<file path="src/rtl/riscv_cfg_pkg.sv">
// Shared definitions for the RISC-V instruction-config packet path.
// The transmit-side loader and the leaf-side decoder both use this package.
package riscv_cfg_pkg;

    localparam int PACKET_BITS   = 49;
    localparam int PAYLOAD_BITS  = 32;
    localparam int NUM_LEAF_BITS = 5;
    localparam int NUM_PORT_BITS = 4;
    localparam int NUM_ADDR_BITS = 7;
    localparam int ADDR_BITS     = 24;

    // Packet valid flag position (the MSB of the packet).
    localparam int VALID_POS = PACKET_BITS - 1;

    // Leaf port that decodes a packet as an instruction-memory byte write.
    localparam logic [NUM_PORT_BITS-1:0] CONFIG_PORT = '0;

    typedef enum logic [1:0] {
        IDLE  = 2'd0,
        FETCH = 2'd1,
        SEND  = 2'd2,
        FIN   = 2'd3
    } ld_state_t;

    // Build a valid config packet:
    // {valid, leaf, port, bram_addr=0, payload={addr, data_byte}}.
    function automatic logic [PACKET_BITS-1:0] pack_cfg(
        input logic [NUM_LEAF_BITS-1:0] leaf,
        input logic [NUM_PORT_BITS-1:0] port,
        input logic [ADDR_BITS-1:0]     addr,
        input logic [7:0]               data_byte
    );
        logic [PAYLOAD_BITS-1:0] payload;
        payload  = {addr, data_byte};
        pack_cfg = {1'b1, leaf, port, {NUM_ADDR_BITS{1'b0}}, payload};
    endfunction

endpackage

</file>
<file path="src/rtl/riscv_cfg_pkt_reg.sv">
// Outgoing packet register.
// While a valid packet is being refused (resend=1), the packet is frozen so that
// the same packet is presented again on the next cycle.
module riscv_cfg_pkt_reg
    import riscv_cfg_pkg::*;
(
    input  logic                   clk,
    input  logic                   rst_n,
    input  logic                   load,
    input  logic                   clear,
    input  logic                   resend,
    input  logic [PACKET_BITS-1:0] pkt_in,
    output logic [PACKET_BITS-1:0] pkt_out
);

    logic hold;

    // A refused valid packet must not change, whatever the controller asks for.
    assign hold = pkt_out[VALID_POS] & resend;

    // Packet register: hold on refusal, otherwise clear or load on request.
    always_ff @(posedge clk or negedge rst_n) begin
        if (!rst_n)
            pkt_out <= '0;
        else if (!hold) begin
            if (clear)
                pkt_out <= '0;
            else if (load)
                pkt_out <= pkt_in;
        end
    end

endmodule

</file>
<file path="src/rtl/riscv_instr_loader_tx.sv">
// Instruction loader, transmit side.
// Takes 32-bit words from the host stream and sends each word as four
// little-endian byte writes, each carried in a BFT packet to the config port
// of the chosen leaf.
module riscv_instr_loader_tx
    import riscv_cfg_pkg::*;
(
    input  logic        clk,
    input  logic        resetn,
    input  logic        start,
    input  logic [23:0] base_addr,
    input  logic [15:0] num_words,
    input  logic [4:0]  dst_leaf,
    input  logic [31:0] din,
    input  logic        val_in,
    output logic        ready_upward,
    output logic [48:0] dout_leaf_interface2bft,
    input  logic        resend,
    output logic        busy,
    output logic        done
);

    ld_state_t   state;
    logic [23:0] addr_q;
    logic [15:0] num_words_q;
    logic [15:0] word_cnt;
    logic [1:0]  byte_idx;
    logic [4:0]  leaf_q;
    logic [31:0] word_q;

    logic        accept;
    logic        last_byte;
    logic [7:0]  nxt_byte;
    logic        pkt_load;
    logic        pkt_clear;
    logic [48:0] pkt_next;

    assign ready_upward = (state == FETCH);
    assign accept       = (state == SEND) & ~resend;
    assign last_byte    = (byte_idx == 2'd3);

    // Pick the byte that follows the one currently on the bus.
    always_comb begin
        nxt_byte = word_q[15:8];
        case (byte_idx)
            2'd0:    nxt_byte = word_q[15:8];
            2'd1:    nxt_byte = word_q[23:16];
            default: nxt_byte = word_q[31:24];
        endcase
    end

    // Packet register control: load byte0 on fetch, load the next byte on an
    // accept inside a word, and drop valid after the last byte of a word.
    always_comb begin
        pkt_load  = 1'b0;
        pkt_clear = 1'b0;
        pkt_next  = '0;
        if (state == FETCH && val_in) begin
            pkt_load = 1'b1;
            pkt_next = pack_cfg(leaf_q, CONFIG_PORT, addr_q, din[7:0]);
        end else if (accept && !last_byte) begin
            pkt_load = 1'b1;
            pkt_next = pack_cfg(leaf_q, CONFIG_PORT, addr_q + 24'd1, nxt_byte);
        end else if (accept && last_byte) begin
            pkt_clear = 1'b1;
        end
    end

    riscv_cfg_pkt_reg u_pkt_reg (
        .clk     (clk),
        .rst_n   (resetn),
        .load    (pkt_load),
        .clear   (pkt_clear),
        .resend  (resend),
        .pkt_in  (pkt_next),
        .pkt_out (dout_leaf_interface2bft)
    );

    // Load FSM with its counters; busy and done are registered here.
    always_ff @(posedge clk or negedge resetn) begin
        if (!resetn) begin
            state       <= IDLE;
            addr_q      <= '0;
            num_words_q <= '0;
            word_cnt    <= '0;
            byte_idx    <= '0;
            leaf_q      <= '0;
            word_q      <= '0;
            busy        <= 1'b0;
            done        <= 1'b0;
        end else begin
            done <= 1'b0;
            case (state)
                IDLE: begin
                    if (start) begin
                        addr_q      <= base_addr;
                        num_words_q <= num_words;
                        leaf_q      <= dst_leaf;
                        word_cnt    <= '0;
                        byte_idx    <= '0;
                        busy        <= 1'b1;
                        if (num_words == 16'd0) begin
                            state <= FIN;
                            done  <= 1'b1;
                        end else begin
                            state <= FETCH;
                        end
                    end
                end
                FETCH: begin
                    if (val_in) begin
                        word_q   <= din;
                        byte_idx <= '0;
                        state    <= SEND;
                    end
                end
                SEND: begin
                    if (!resend) begin
                        addr_q <= addr_q + 24'd1;
                        if (!last_byte) begin
                            byte_idx <= byte_idx + 2'd1;
                        end else begin
                            byte_idx <= '0;
                            word_cnt <= word_cnt + 16'd1;
                            if (word_cnt + 16'd1 == num_words_q) begin
                                state <= FIN;
                                done  <= 1'b1;
                            end else begin
                                state <= FETCH;
                            end
                        end
                    end
                end
                FIN: begin
                    busy  <= 1'b0;
                    state <= IDLE;
                end
                default: state <= IDLE;
            endcase
        end
    end

endmodule

</file>
<file path="config.mk">
export PLATFORM = sky130hd
export DESIGN_NAME = riscv_instr_loader_tx
export DESIGN_NICKNAME = d
export VERILOG_FILES = /design/src/rtl/riscv_cfg_pkg.sv /design/src/rtl/riscv_cfg_pkt_reg.sv /design/src/rtl/riscv_instr_loader_tx.sv
export SDC_FILE = /design/constraint.sdc
export NUM_CORES = 1
export LEC_CHECK = 0
export ABC_AREA = 1
export BUFFER_PORTS_ARGS = -buffer_cell sky130_fd_sc_hd__buf_2
export CELL_PAD_IN_SITES_DETAIL_PLACEMENT = 0
export CELL_PAD_IN_SITES_GLOBAL_PLACEMENT = 1
export CORE_MARGIN = 2
export CORE_UTILIZATION = 45
export CTS_CLUSTER_SIZE = 40
export DETAILED_ROUTE_END_ITERATION = 8
export PLACE_DENSITY = 0.86
export SYNTH_ARGS = -nofsm -noshare
export SYNTH_HDL_FRONTEND = slang
export SYNTH_HIERARCHICAL = 1
export SYNTH_SLANG_ARGS = --single-unit
</file>
<file path="constraint.sdc">
create_clock -name clk -period 2.95 [get_ports clk]
set_input_delay 0.59 -clock clk [delete_from_list [all_inputs] [get_ports clk]]
set_output_delay 0.59 -clock clk [all_outputs]
set_load 0.02 [all_outputs]
</file>
## Yosys cells after proc, flatten, opt, wreduce, memory -nomap -nowiden

Cells that the tools add are included.

- Output and inout bits: 52
- Logic and storage cells: 83
- Bits in registers: 148

- Equality and inequality tests: 10
- Bitwise gates (word level): 4
- Reductions and logical operators: 19
- Muxes and demuxes: 37
- Add/subtract/negate cells: 3

Operators with widths:

| operator | count |
|---|---|
| 2-to-1 mux 49 bit | 4 |
| 2-to-1 mux 16 bit | 3 |
| 2-to-1 mux 24 bit | 2 |
| case mux 24 bit (2 select lines) | 1 |
| case mux 16 bit (2 select lines) | 1 |
| adder 24 x 1 -> 24 bit (second input constant) | 1 |
| 2-to-1 mux 2 bit | 10 |
| adder 16 x 1 -> 16 bit (second input constant) | 1 |
| == test 16 bit | 1 |
| logical NOT 16 bit | 1 |
| case mux 8 bit (2 select lines) | 1 |
| AND reduction 4 bit | 3 |
| 2-to-1 mux 1 bit | 11 |
| inequality test 2 bit (second input constant) | 4 |
| case mux 2 bit (4 select lines) | 1 |
| AND reduction 2 bit | 4 |
| == test 2 bit (second input constant) | 3 |
| case mux 2 bit (3 select lines) | 1 |
| nonzero test 2 bit | 3 |
| == test 2 x 1 -> 1 bit (second input constant) | 2 |
| logical NOT 2 bit | 2 |
| case mux 1 bit (2 select lines) | 2 |
| logical AND 1 bit | 3 |
| AND reduction 3 bit | 1 |
| other kinds (5) | 7 |

## Longest topological paths before layout

Gate-level depths: netlist (run 1).

- Depth in word-level cells: 8
- Depth in mapped cells: 15

## By module

Netlist (run 1), hierarchy kept.

By module, submodules not included:

| module | area an instance (µm²) | times used | seq. area each (µm²) | cells an instance |
|---|---|---|---|---|
| riscv_instr_loader_tx | 5,599.1 | 1 | 2,277.2 | 739 |
| riscv_cfg_pkt_reg | 2,031.9 | 1 | 1,226.2 | 220 |

## Worst setup path after synthesis (run 1)

No wires, ideal clock.

- Kind: input-to-reg
- Start: input port val_in
- End: register u_pkt_reg.pkt_out[33]
- Setup time: 64 ps
- Data required time: 2,886 ps
- Stages on the path: 10
- Arrival time: 1,948 ps
- Slack: 939 ps
- Cell sequence: clkbuf_1 -> nand2_1 -> clkbuf_1 -> nand2_1 -> buf_2 -> o21ai_2 -> buf_6 -> buf_6 -> nand2_1 -> nand2_1

- Word-level cells in the longest chain between the ends: 4
- Elaborated cells on any way between the ends: 8
- Those cells by class: 5 x mux; 3 x reduce/logical

Ends and longest elaborated chain:

| element | RTL line | source |
|---|---|---|
| start: declaration | riscv_instr_loader_tx.sv:15 | `input logic val_in,` |
| logical AND 1 bit | riscv_instr_loader_tx.sv:58 | `if (state == FETCH && val_in) begin` |
| 2-to-1 mux 1 bit | riscv_instr_loader_tx.sv:58 |  |
| named net pkt_load | riscv_instr_loader_tx.sv:34 | `logic pkt_load;` |
| nonzero test 2 bit (no line) | n/a |  |
| AND reduction 2 bit (no line) | n/a |  |
| end signal: assignment | riscv_cfg_pkt_reg.sv:29 | `pkt_out <= pkt_in;` |
| end: declaration | riscv_cfg_pkt_reg.sv:13 | `output logic [PACKET_BITS-1:0] pkt_out` |

The timed path passes the listed nets, and every way through them passes these cells. The select of a mux whose other input is x is not followed.
A chain may end at the register's enable or synchronous reset.

## Worst setup path in the final report (run 1)

- Start: register state[1]
- End: register u_pkt_reg.pkt_out[44]

- Elaborated cells on any way between the ends: 17
- Those cells by class: 2 x eq/ne; 9 x mux; 1 x bitwise; 5 x reduce/logical

RTL lines:

| element | RTL line | source |
|---|---|---|
| start: declaration | riscv_instr_loader_tx.sv:23 | `ld_state_t state;` |
| start signal: assignment | riscv_instr_loader_tx.sv:82 | `state <= IDLE;` |
| start signal: assignment | riscv_instr_loader_tx.sv:103 | `state <= FIN;` |
| start signal: assignment | riscv_instr_loader_tx.sv:106 | `state <= FETCH;` |
| == test 2 bit | riscv_instr_loader_tx.sv:39 | `assign accept = (state == SEND) & ~resend;` |
| AND 1 bit | riscv_instr_loader_tx.sv:39 |  |
| logical AND 1 bit | riscv_instr_loader_tx.sv:61 | `end else if (accept && !last_byte) begin` |
| 2-to-1 mux 1 bit | riscv_instr_loader_tx.sv:61 |  |
| 2-to-1 mux 1 bit * | riscv_instr_loader_tx.sv:58 |  |
| named net pkt_load | riscv_instr_loader_tx.sv:34 |  |
| nonzero test 2 bit (no line) * | n/a |  |
| AND reduction 2 bit (no line) * | n/a |  |

The timed path passes the listed nets; every way through them passes the cells marked *. The select of a mux whose other input is x is not followed.

==> results of run 1 <==
[cells by family after synthesis]
family | count (synthesis) | share of synthesized area [%]
buffers and inverters | 138 | 7.35
xor gates and xnor gates | 18 | 2.07
adders and majority gates | 5 | 0.820
DFF | 140 | 45.9
and+or+nand+nor | 499 | 29.8
muxes | 24 | 3.54
AOI/OAI and AO/OA | 134 | 10.5
other | 1 | 0.0491
[metrics by stage]
| step | std cells | setup slack (ns) | total power [mW] | instance area [um2] | hold WS, ns |
|---|---|---|---|---|---|
| 2_1_floorplan | 969 | 0.939 | 5.90 | 7670 | 0.294 |
| 3_3_place_gp | 1291 | 0.672 | 6.97 | 8550 | 0.452 |
| 3_5_place_dp | 1291 | 0.562 | 7.02 | 8550 | 0.457 |
| 4_1_cts | 1321 | 0.554 | 9.15 | 9120 | 0.185 |
| 5_1_grt | 1321 | 0.223 | 9.78 | 9120 | 0.222 |
| 6_report | 1321 | 0.560 | 9.07 | 9120 | 0.168 |
[path summary, 6_finish.rpt]
path                                          to  depth (start not counted)  slack [ns]
max                        u_pkt_reg/pkt_out[44]                         13        0.56
min                                   word_q[22]                          1        0.17
max reg2reg                u_pkt_reg/pkt_out[44]                         13        0.56
min reg2reg                u_pkt_reg/pkt_out[41]                          2        0.47
max in group asynchronous              addr_q[1]                          2        2.03
min in group clk                       leaf_q[0]                          3        0.38
[state kept, by name, summed over array words and instances, names as in the netlist]
register           count
done                   1
addr_q                24
word_cnt              16
u_pkt_reg/pkt_out     49
byte_idx               2
word_q                24
leaf_q                 5
num_words_q           16
state                  2
busy                   1
[area by class of cell]
class                   instances  area (um2)
repair buffers                148         810
fillers                      1615        7460
clock buffers                  20         457
inverters                      92         345
flip-flops and latches        140        3500
multi-input cells             691        3610
well taps                     220         275
clock inverters                10         118
[layout by cell type, fill, tap and decap left out, types with 2 or more instances in the layout]
cell / instances
a21oi_1: 8
a32o_1: 8
buf_12: 2
buf_2: 132
buf_4: 13
bufinv_16: 2
clkbuf_16: 17
clkbuf_8: 2
clkinv_2: 2
clkinvlp_4: 4
conb_1: 11
dfrtp_1: 140
ha_1: 5
inv_1: 87
inv_2: 5
mux2_2: 24
nand2_1: 283
nand2_2: 4
nand3_1: 57
nand3_2: 2
nand3b_1: 5
nand4_1: 66
nor2_1: 55
nor2_2: 11
nor2_4: 5
nor3_1: 3
o211ai_1: 14
o21ai_0: 62
o21ai_1: 6
o22ai_1: 32
xnor2_1: 2
xor2_1: 16
[routing by layer]
metal / track usage [%] / share of wire [%] / vias up
met2: 36.8 / 45 / 202
met3: 4.20 / 5.4 / 25
met4: 6.49 / 1.3 / 2
met1: 34.3 / 48 / 3219
li1: - / - / 3472
met5: 0 / 0.079 / -
[report_power, final]
part | total [mW] | switching, mW | internal, mW
clock | 2.10 | 0.816 | 1.28
combinational | 3.72 | 2.42 | 1.30
sequential | 3.26 | 0.559 | 2.70
==> impl_metrics.env, run 1 <==
export IMPL_status="finished clean"
export IMPL_critPathKind="flip-flop to flip-flop"
export IMPL_yosys_area_top_type="dfrtp_1"
export IMPL_grt_pass1_vias=6769
export IMPL_syn_to_final_growth_pct=19.5
export IMPL_antenna_found_initial=1
export IMPL_synth_most_common_cell="nand2_1"
export IMPL_cts_root_buf="clkbuf_16"
export IMPL_track_usage_pct=23.7
export IMPL_final_core_util_pct=55.0
export IMPL_vias=6920
export IMPL_routedWlPerCell_um=15.4
export IMPL_crit_path_top_delay_cell="dfrtp_1"
export IMPL_drive_gt1_share_pct=21.4
export IMPL_crit_arrival_ns=2.74
export IMPL_gp_congestion=0.894
export IMPL_cts_resized_gates=0
export IMPL_antennaDiodeCount=0
export IMPL_synthFlopType="dfrtp_1"
export IMPL_dr_pass1_iters=5
export IMPL_fin_setup_tns_ns=0
export IMPL_syn_cell_area_um2=7630
export IMPL_overflow=0
export IMPL_leakagePower_nw=4.54
export IMPL_synth_edf_count=0
export IMPL_fmax_mhz=418
export IMPL_setup_viol=0
export IMPL_r2r_start="state[1]"
export IMPL_min_period_ns=2.39
export IMPL_required_ns=3.30
export IMPL_wirelength_um=20300
export IMPL_clock_tree_buffer_depth=2
export IMPL_clk_pin_slew_worst_paths_ns=0.06
export IMPL_grt_max_degree=64
export IMPL_cts_tree="built"
export IMPL_clkLatencyLatePin_ns=0.42
export IMPL_synth_seq_cells=140
export IMPL_cp_cell_sequence="inv_1, nor2_2, inv_2, nor2_2, inv_1, nor2_2, inv_2, nand2_2, buf_4, inv_1, nor2_1, nand4_1, nand2_1"
export IMPL_htree_levels=4
export IMPL_avgSynthCellArea_um2=7.96
export IMPL_hold_path_class="input pin to async pin"
export IMPL_crit_path_max_fanout=37
export IMPL_worst_path_buf_inv=6
export IMPL_crit_family="buffers and inverters"
export IMPL_core_um2=16600
export IMPL_fp_dieW_um=134
export IMPL_ys_types=40
export IMPL_via_per_inst=5.24
export IMPL_io_pin_count=134
export IMPL_pwr_density_cell_nw_per_um2=995
export IMPL_dpl_hpwl_um=14700
export IMPL_slew_viol_final=0
export IMPL_syn_inst=959
export IMPL_nets=1177
export IMPL_rows=47
export IMPL_grt_pass1_wl_um=34200
export IMPL_crit_path_max_incr_delay_ns=0.39
export IMPL_start_kind="flip-flop"
export IMPL_slew_headroom_pct=55.7
export IMPL_post_cts_buffers=0
export IMPL_clock_sinks=140
export IMPL_die_area_um2=18000
export IMPL_drc=0
export IMPL_crit_path_start="state[1]"
export IMPL_tightest_slew_ns=0.658
export IMPL_yosys_warnings=6
export IMPL_die_y_um=134
export IMPL_start_util_pct=46.0
export IMPL_synth_top_area_share_pct=45.9
export IMPL_hold_viol_final=0
export IMPL_hold_buffers=0
export IMPL_ys_top_cells_by_area="dfrtp_1, nand2_1, nand4_1, inv_1, o21ai_0"
export IMPL_worst_setup_path_end_kind="flip-flop"
export IMPL_ys_seq_area_share_pct=45.9
export IMPL_irDropWorstVdd_uv=579
export IMPL_synthTopCellsByCount="nand2_1, dfrtp_1, inv_1, nand4_1, o21ai_0"
export IMPL_min_period_over_period_pct=81.0
export IMPL_portBuffers=133
export IMPL_cts_buffers=17
export IMPL_drtIter0Drc=460
export IMPL_finClkSkew_ns=0.00786
export IMPL_max_cap_violations=0
export IMPL_ant_nets=0
export IMPL_rsz0062_at_grt="false"
export IMPL_async_flop_share_pct=100
Power figures use the tool's default switching activity.
==> inputs of run 2 (changes only) <==
ABC_AREA = 0   (was 1)
CORE_UTILIZATION = 43   (was 45)
PLACE_DENSITY = 0.8   (was 0.86)
clock period = 2.3 ns   (was 2.95 ns; I/O delays follow)
==> impl_metrics.env, run 2 <==
export IMPL_ys_seq_area_share_pct=41.9
export IMPL_finClkSkew_ns=0.00848
export IMPL_vias=7510
export IMPL_die_y_um=143
export IMPL_crit_arrival_ns=2.46
export IMPL_cp_cell_sequence="nand3_2, or3_1, nor3_4, nand3_2, or3_1, o21ai_0, nand2b_1, o211ai_2"
export IMPL_io_pin_count=134
export IMPL_htree_levels=4
export IMPL_worst_setup_path_end_kind="flip-flop"
export IMPL_hold_path_class="input pin to flip-flop"
export IMPL_via_per_inst=5.53
export IMPL_critPathKind="flip-flop to flip-flop"
export IMPL_final_cells=1357
export IMPL_top_regs="u_pkt_reg/pkt_out x49, addr_q x24, word_q x24"
export IMPL_fin_setup_tns_ns=0
export IMPL_final_common_cell="nand2_1"
export IMPL_dpl_hpwl_um=16100
export IMPL_required_ns=2.65
export IMPL_dpl_cell_count=1325
export IMPL_cts_root_buf="clkbuf_16"
export IMPL_status="finished clean"
export IMPL_synth_most_common_cell="nand2_1"
export IMPL_rrSetupSlack_ns=0.18
export IMPL_rsz0062_at_grt="false"
export IMPL_synth_top_area_share_pct=41.9
export IMPL_r2r_start="addr_q[0]"
export IMPL_hold_depth=3
export IMPL_start_kind="flip-flop"
export IMPL_overflow=0
export IMPL_multi_input_area_um2=4520
export IMPL_max_cap_violations=0
export IMPL_yosys_area_top_type="dfrtp_1"
export IMPL_synthTopCellsByCount="nand2_1, dfrtp_1, nand3_1, o21ai_0, clkbuf_1"
export IMPL_die_area_um2=20600
export IMPL_largest_reg_flops=49
export IMPL_clock_tree_buffer_depth=2
export IMPL_seqCellArea_um2=3500
export IMPL_routedWlPerCell_um=17.2
export IMPL_avgSynthCellArea_um2=8.75
export IMPL_drtIter0Drc=526
export IMPL_swShare_pct=39.6
export IMPL_nets=1173
export IMPL_clkLatencyLatePin_ns=0.42
export IMPL_min_to="word_q[15]"
export IMPL_portBuffers=133
export IMPL_start_util_pct=44.2
export IMPL_fp_dieW_um=143
export IMPL_pwr_share_comb_pct=44.3
export IMPL_min_period_over_period_pct=92.0
export IMPL_synth_seq_cells=140
export IMPL_synth_edf_count=0
export IMPL_grt_max_degree=60
export IMPL_async_flop_share_pct=100
export IMPL_wirelength_um=23300
export IMPL_ant_nets=0
export IMPL_clock_sinks=140
export IMPL_setup_viol=0
export IMPL_antenna_found_initial=0
export IMPL_fmax_mhz=473
export IMPL_grt_pass1_vias=6991
export IMPL_grt_pass1_wl_um=37200
export IMPL_syn_cell_area_um2=8350
export IMPL_crit_path_max_fanout=7
export IMPL_dr_pass1_iters=5
export IMPL_whs_ns=0.229
export IMPL_rows=50
export IMPL_pwr_density_cell_nw_per_um2=1330
export IMPL_tightest_slew_ns=0.598
export IMPL_hp_start="din[15]"
export IMPL_syn_to_final_growth_pct=22.1
export IMPL_drc=0
export IMPL_min_period_ns=2.12
export IMPL_clkPwrFrac_pct=23.1
export IMPL_ys_types=55
export IMPL_r2r_end="u_pkt_reg/pkt_out[31]"
export IMPL_cts_buffers=17
export IMPL_slew_viol_final=0
export IMPL_ys_top_cells_by_area="dfrtp_1, nand2_1, or3b_1, nand3_1, o21ai_0"
export IMPL_leakagePower_nw=4.51
export IMPL_core_um2=18900
export IMPL_final_cell_mix="nand2_1, dfrtp_1, buf_2"
export IMPL_clk_pin_slew_worst_paths_ns=0.06
export IMPL_slew_headroom_pct=59.8
export IMPL_yosys_warnings=6
export IMPL_crit_path_top_delay_cell="or3_1"
export IMPL_p_seq_share_pct=32.5
export IMPL_nFillCells=1784
export IMPL_crit_path_max_incr_delay_ns=0.45
export IMPL_hold_viol_final=0
export IMPL_p_switching_mw=5.37
export IMPL_antennaDiodeCount=0
export IMPL_track_usage_pct=23.1
export IMPL_drive_gt1_share_pct=24.9
export IMPL_p_int_mw=8.17
export IMPL_top_register="u_pkt_reg/pkt_out"
export IMPL_gp_congestion=0.875
export IMPL_irDropWorstVdd_uv=675
export IMPL_cts_tree="built"
export IMPL_synthFlopType="dfrtp_1"
export IMPL_r2r_cells=8
export IMPL_syn_inst=954
-- run 2: cells by family (layout without fill, tap and decap cells) --
family | after synthesis | after routing | synth area share, %
simple gates | 422 | 422 | 26.8
other cells | 1 | 11 | 0.0449
xor+xnor | 22 | 22 | 2.31
buf+inv | 91 | 224 | 4.70
fa+ha+maj | 5 | 5 | 0.749
compound gates | 247 | 247 | 20.0
mux | 26 | 26 | 3.42
flops | 140 | 140 | 41.9
-- run 2: power groups by stage --
stage | logic (mW) | registers (mW) | clock network [mW]
after floorplan | 3.79 | 4.69 | 0
after CTS | 6.03 | 4.39 | 3.19
final | 6.00 | 4.41 | 3.13
after detailed placement | 6.01 | 4.42 | 0
after global routing | 6.63 | 4.56 | 3.30
after global placement | 5.92 | 4.40 | 0
-- run 2: timing repair --
action                     4_1_cts  5_1_grt
setup endpoints to repair        0        6
hold buffers                     1        0
buffers inserted                 0        1
hold endpoints to repair        33        0
resized for setup                0        5
-- run 2: through the flow --
stage          total power [mW]  cell area, um2  util [%]  setup WS, ns
6_report                   13.5           10200      54.0         0.184
2_1_floorplan              8.48            8390         -        0.0670
5_1_grt                    14.5           10200      54.0        0.0370
3_5_place_dp               10.4            9500      50.3         0.146
4_1_cts                    13.6           10200      53.8         0.119
3_3_place_gp               10.3            9500      50.3         0.180
-- run 2: layer usage --
metal  GRT usage, %  share of wire (%)  routed length (um)  up-vias
li1               -                  -                   -     3675
met1           31.6                 46               10600     3650
met2           38.0                 49               11300      163
met3           4.33                4.2                 976       22
met4           5.57                1.5                 360        0
met5              0                  0                   0        -
-- run 2: area by class of cell --
| class | count | area share (%) |
|---|---|---|
| clock buffers | 19 | 4.34 |
| clock inverters | 11 | 2.14 |
| inverters | 9 | 0.331 |
| multi-input cells | 733 | 44.3 |
| flip-flops and latches | 140 | 34.4 |
| well taps | 260 | 3.19 |
| repair buffers | 185 | 11.3 |
-- run 2: worst max-delay path by stage --
| stage | from | to | slack [ns] | depth (start not counted) |
|---|---|---|---|---|
| floorplan | state[0] | u_pkt_reg/pkt_out[23] | 0.07 | 10 |
| global placement | addr_q[0] | u_pkt_reg/pkt_out[31] | 0.18 | 8 |
| detailed placement | addr_q[0] | u_pkt_reg/pkt_out[31] | 0.15 | 8 |
| CTS | addr_q[0] | u_pkt_reg/pkt_out[31] | 0.12 | 8 |
| global route | addr_q[1] | u_pkt_reg/pkt_out[27] | 0.04 | 8 |
| finish | addr_q[0] | u_pkt_reg/pkt_out[31] | 0.18 | 8 |
-- run 2: critical path, delay by kind of cell (launching register included) --
family,cells,cell delay [ns]
AO/OA/AOI/OAI,2,0.21
flip-flops,1,0.41
AND/OR/NAND/NOR,6,1.42
==> inputs of run 3 (changes only) <==
CORE_MARGIN = 1.5   (was 2)
MAX_ROUTING_LAYER = met4   (was default)
==> impl_metrics.env, run 3 (synthesis results as in run 2) <==
export IMPL_status="finished clean"
export IMPL_clock_tree_buffer_depth=2
export IMPL_htree_levels=4
export IMPL_fin_ws_ns=0.145
export IMPL_crit_path_end="u_pkt_reg/pkt_out[31]"
export IMPL_grt_pass1_vias=7052
export IMPL_dp_slack_ns=0.0989
export IMPL_crit_path_start="addr_q[2]"
export IMPL_r2r_cells=8
export IMPL_cts_buffers=17
export IMPL_die_y_um=142
export IMPL_io_pin_count=134
export IMPL_dpl_hpwl_um=16000
export IMPL_gp_congestion=0.862
export IMPL_rows=50
export IMPL_top_register="u_pkt_reg/pkt_out"
export IMPL_cp_cell_sequence="nand3_2, or3_4, nor3_4, nand3_2, or3_1, o21ai_0, nand2b_1, o211ai_2"
export IMPL_crit_path_top_delay_cell="or3_4"
export IMPL_die_area_um2=20300
export IMPL_cts_root_buf="clkbuf_16"
export IMPL_hold_viol_final=0
export IMPL_pwr_density_cell_nw_per_um2=1310
export IMPL_worst_setup_path_end_kind="flip-flop"
export IMPL_max_cap_violations=0
export IMPL_overflow=0
export IMPL_top_regs="u_pkt_reg/pkt_out x49, addr_q x24, word_q x24"
export IMPL_hold_buffers=0
export IMPL_hold_path_class="input pin to async pin"
export IMPL_critPathKind="flip-flop to flip-flop"
export IMPL_routedWlPerCell_um=17.0
export IMPL_portBuffers=133
export IMPL_clkLatencyLatePin_ns=0.43
export IMPL_rrSetupSlack_ns=0.14
export IMPL_ant_nets=0
export IMPL_worst_path_buf_inv=0
export IMPL_antennaDiodeCount=0
export IMPL_nFillCells=1814
export IMPL_grt_max_degree=60
export IMPL_via_per_inst=5.52
export IMPL_vias=7512
export IMPL_finClkSkew_ns=0.00685
export IMPL_clock_sinks=140
export IMPL_final_common_cell="nand2_1"
export IMPL_final_core_util_pct=53.7
export IMPL_grt_pass1_wl_um=37300
export IMPL_required_ns=2.65
export IMPL_nets=1174
export IMPL_crit_cells=8
export IMPL_irDropWorstVdd_uv=642
export IMPL_cts_tree="built"
export IMPL_drive_gt1_share_pct=25.0
export IMPL_min_period_ns=2.16
export IMPL_crit_top_cell="nand3_2"
export IMPL_leakagePower_nw=4.49
export IMPL_largest_reg_flops=49
export IMPL_core_um2=18900
export IMPL_tightest_slew_ns=0.606
export IMPL_seqCellArea_um2=3510
export IMPL_start_util_pct=44.2
export IMPL_setup_viol=0
export IMPL_track_usage_pct=24.2
export IMPL_final_cell_mix="nand2_1, dfrtp_1, buf_2"
export IMPL_crit_path_max_fanout=6
export IMPL_crit_arrival_ns=2.51
export IMPL_drc=0
export IMPL_multi_input_area_um2=4510
export IMPL_slew_viol_final=0
export IMPL_fmax_mhz=464
export IMPL_min_period_over_period_pct=93.7
export IMPL_crit_path_max_incr_delay_ns=0.43
export IMPL_drtIter0Drc=460
export IMPL_start_kind="flip-flop"
export IMPL_dr_pass1_iters=5
export IMPL_wirelength_um=23100
export IMPL_antenna_found_initial=0
export IMPL_fp_dieW_um=142
export IMPL_syn_to_final_growth_pct=21.6
export IMPL_crit_family="simple AND/OR/NAND/NOR gates"
export IMPL_r2r_end="u_pkt_reg/pkt_out[31]"
export IMPL_slew_headroom_pct=59.6
export IMPL_r2r_start="addr_q[2]"
export IMPL_clk_pin_slew_worst_paths_ns=0.06
## run 3: metrics by stage
stage                     std cells  cell area [um2]  hold WS (ns)  power, mW  TNS (ns)
after floorplan                 964             8390         0.164       8.48         0
after global placement         1325             9500         0.461       10.3         0
after detailed placement       1325             9500         0.463       10.4         0
after CTS                      1357            10100        0.0437       13.4         0
after global routing           1360            10200        0.0673       14.3  -0.00524
final                          1360            10200        0.0214       13.3         0
## run 3: report_power, final
| part | internal (mW) | switching [mW] | leakage [nW] |
|---|---|---|---|
| logic | 2.57 | 3.33 | 2.56 |
| registers | 3.52 | 0.934 | 1.64 |
| clock network | 1.82 | 1.13 | 0.290 |
| total | 7.92 | 5.39 | 4.49 |
## run 3: routing by layer
layer	up-vias	part of all wire (%)	GRT usage, %
met5	-	0	-
met4	0	1.3	5.81
met3	22	4.8	4.21
met2	186	49	38.4
met1	3619	45	32.3
li1	3685	-	-
## run 3: layout make-up
type,instances,area share (%)
Sequential cell,140,34.5
Tap cell,260,3.20
Timing Repair Buffer,186,11.4
Clock inverter,13,1.87
Inverter,9,0.333
Clock buffer,19,4.26
Multi-Input combinational cell,733,44.4
## run 3: worst min-delay path by stage
stage	cells past startpoint	to	slack, ns	start
final	1	u_pkt_reg/pkt_out[39]	0.02	resetn
after global routing	1	u_pkt_reg/pkt_out[40]	0.07	resetn
after CTS	1	u_pkt_reg/pkt_out[40]	0.04	resetn
after detailed placement	2	word_q[25]	0.46	word_q[25]
after global placement	2	word_q[30]	0.46	word_q[30]
after floorplan	0	addr_q[0]	0.16	resetn
## run 3: repair_timing
item	in CTS	in global routing
resized for setup	0	3
buffers inserted	0	3
endpoints found under the setup margin	0	11
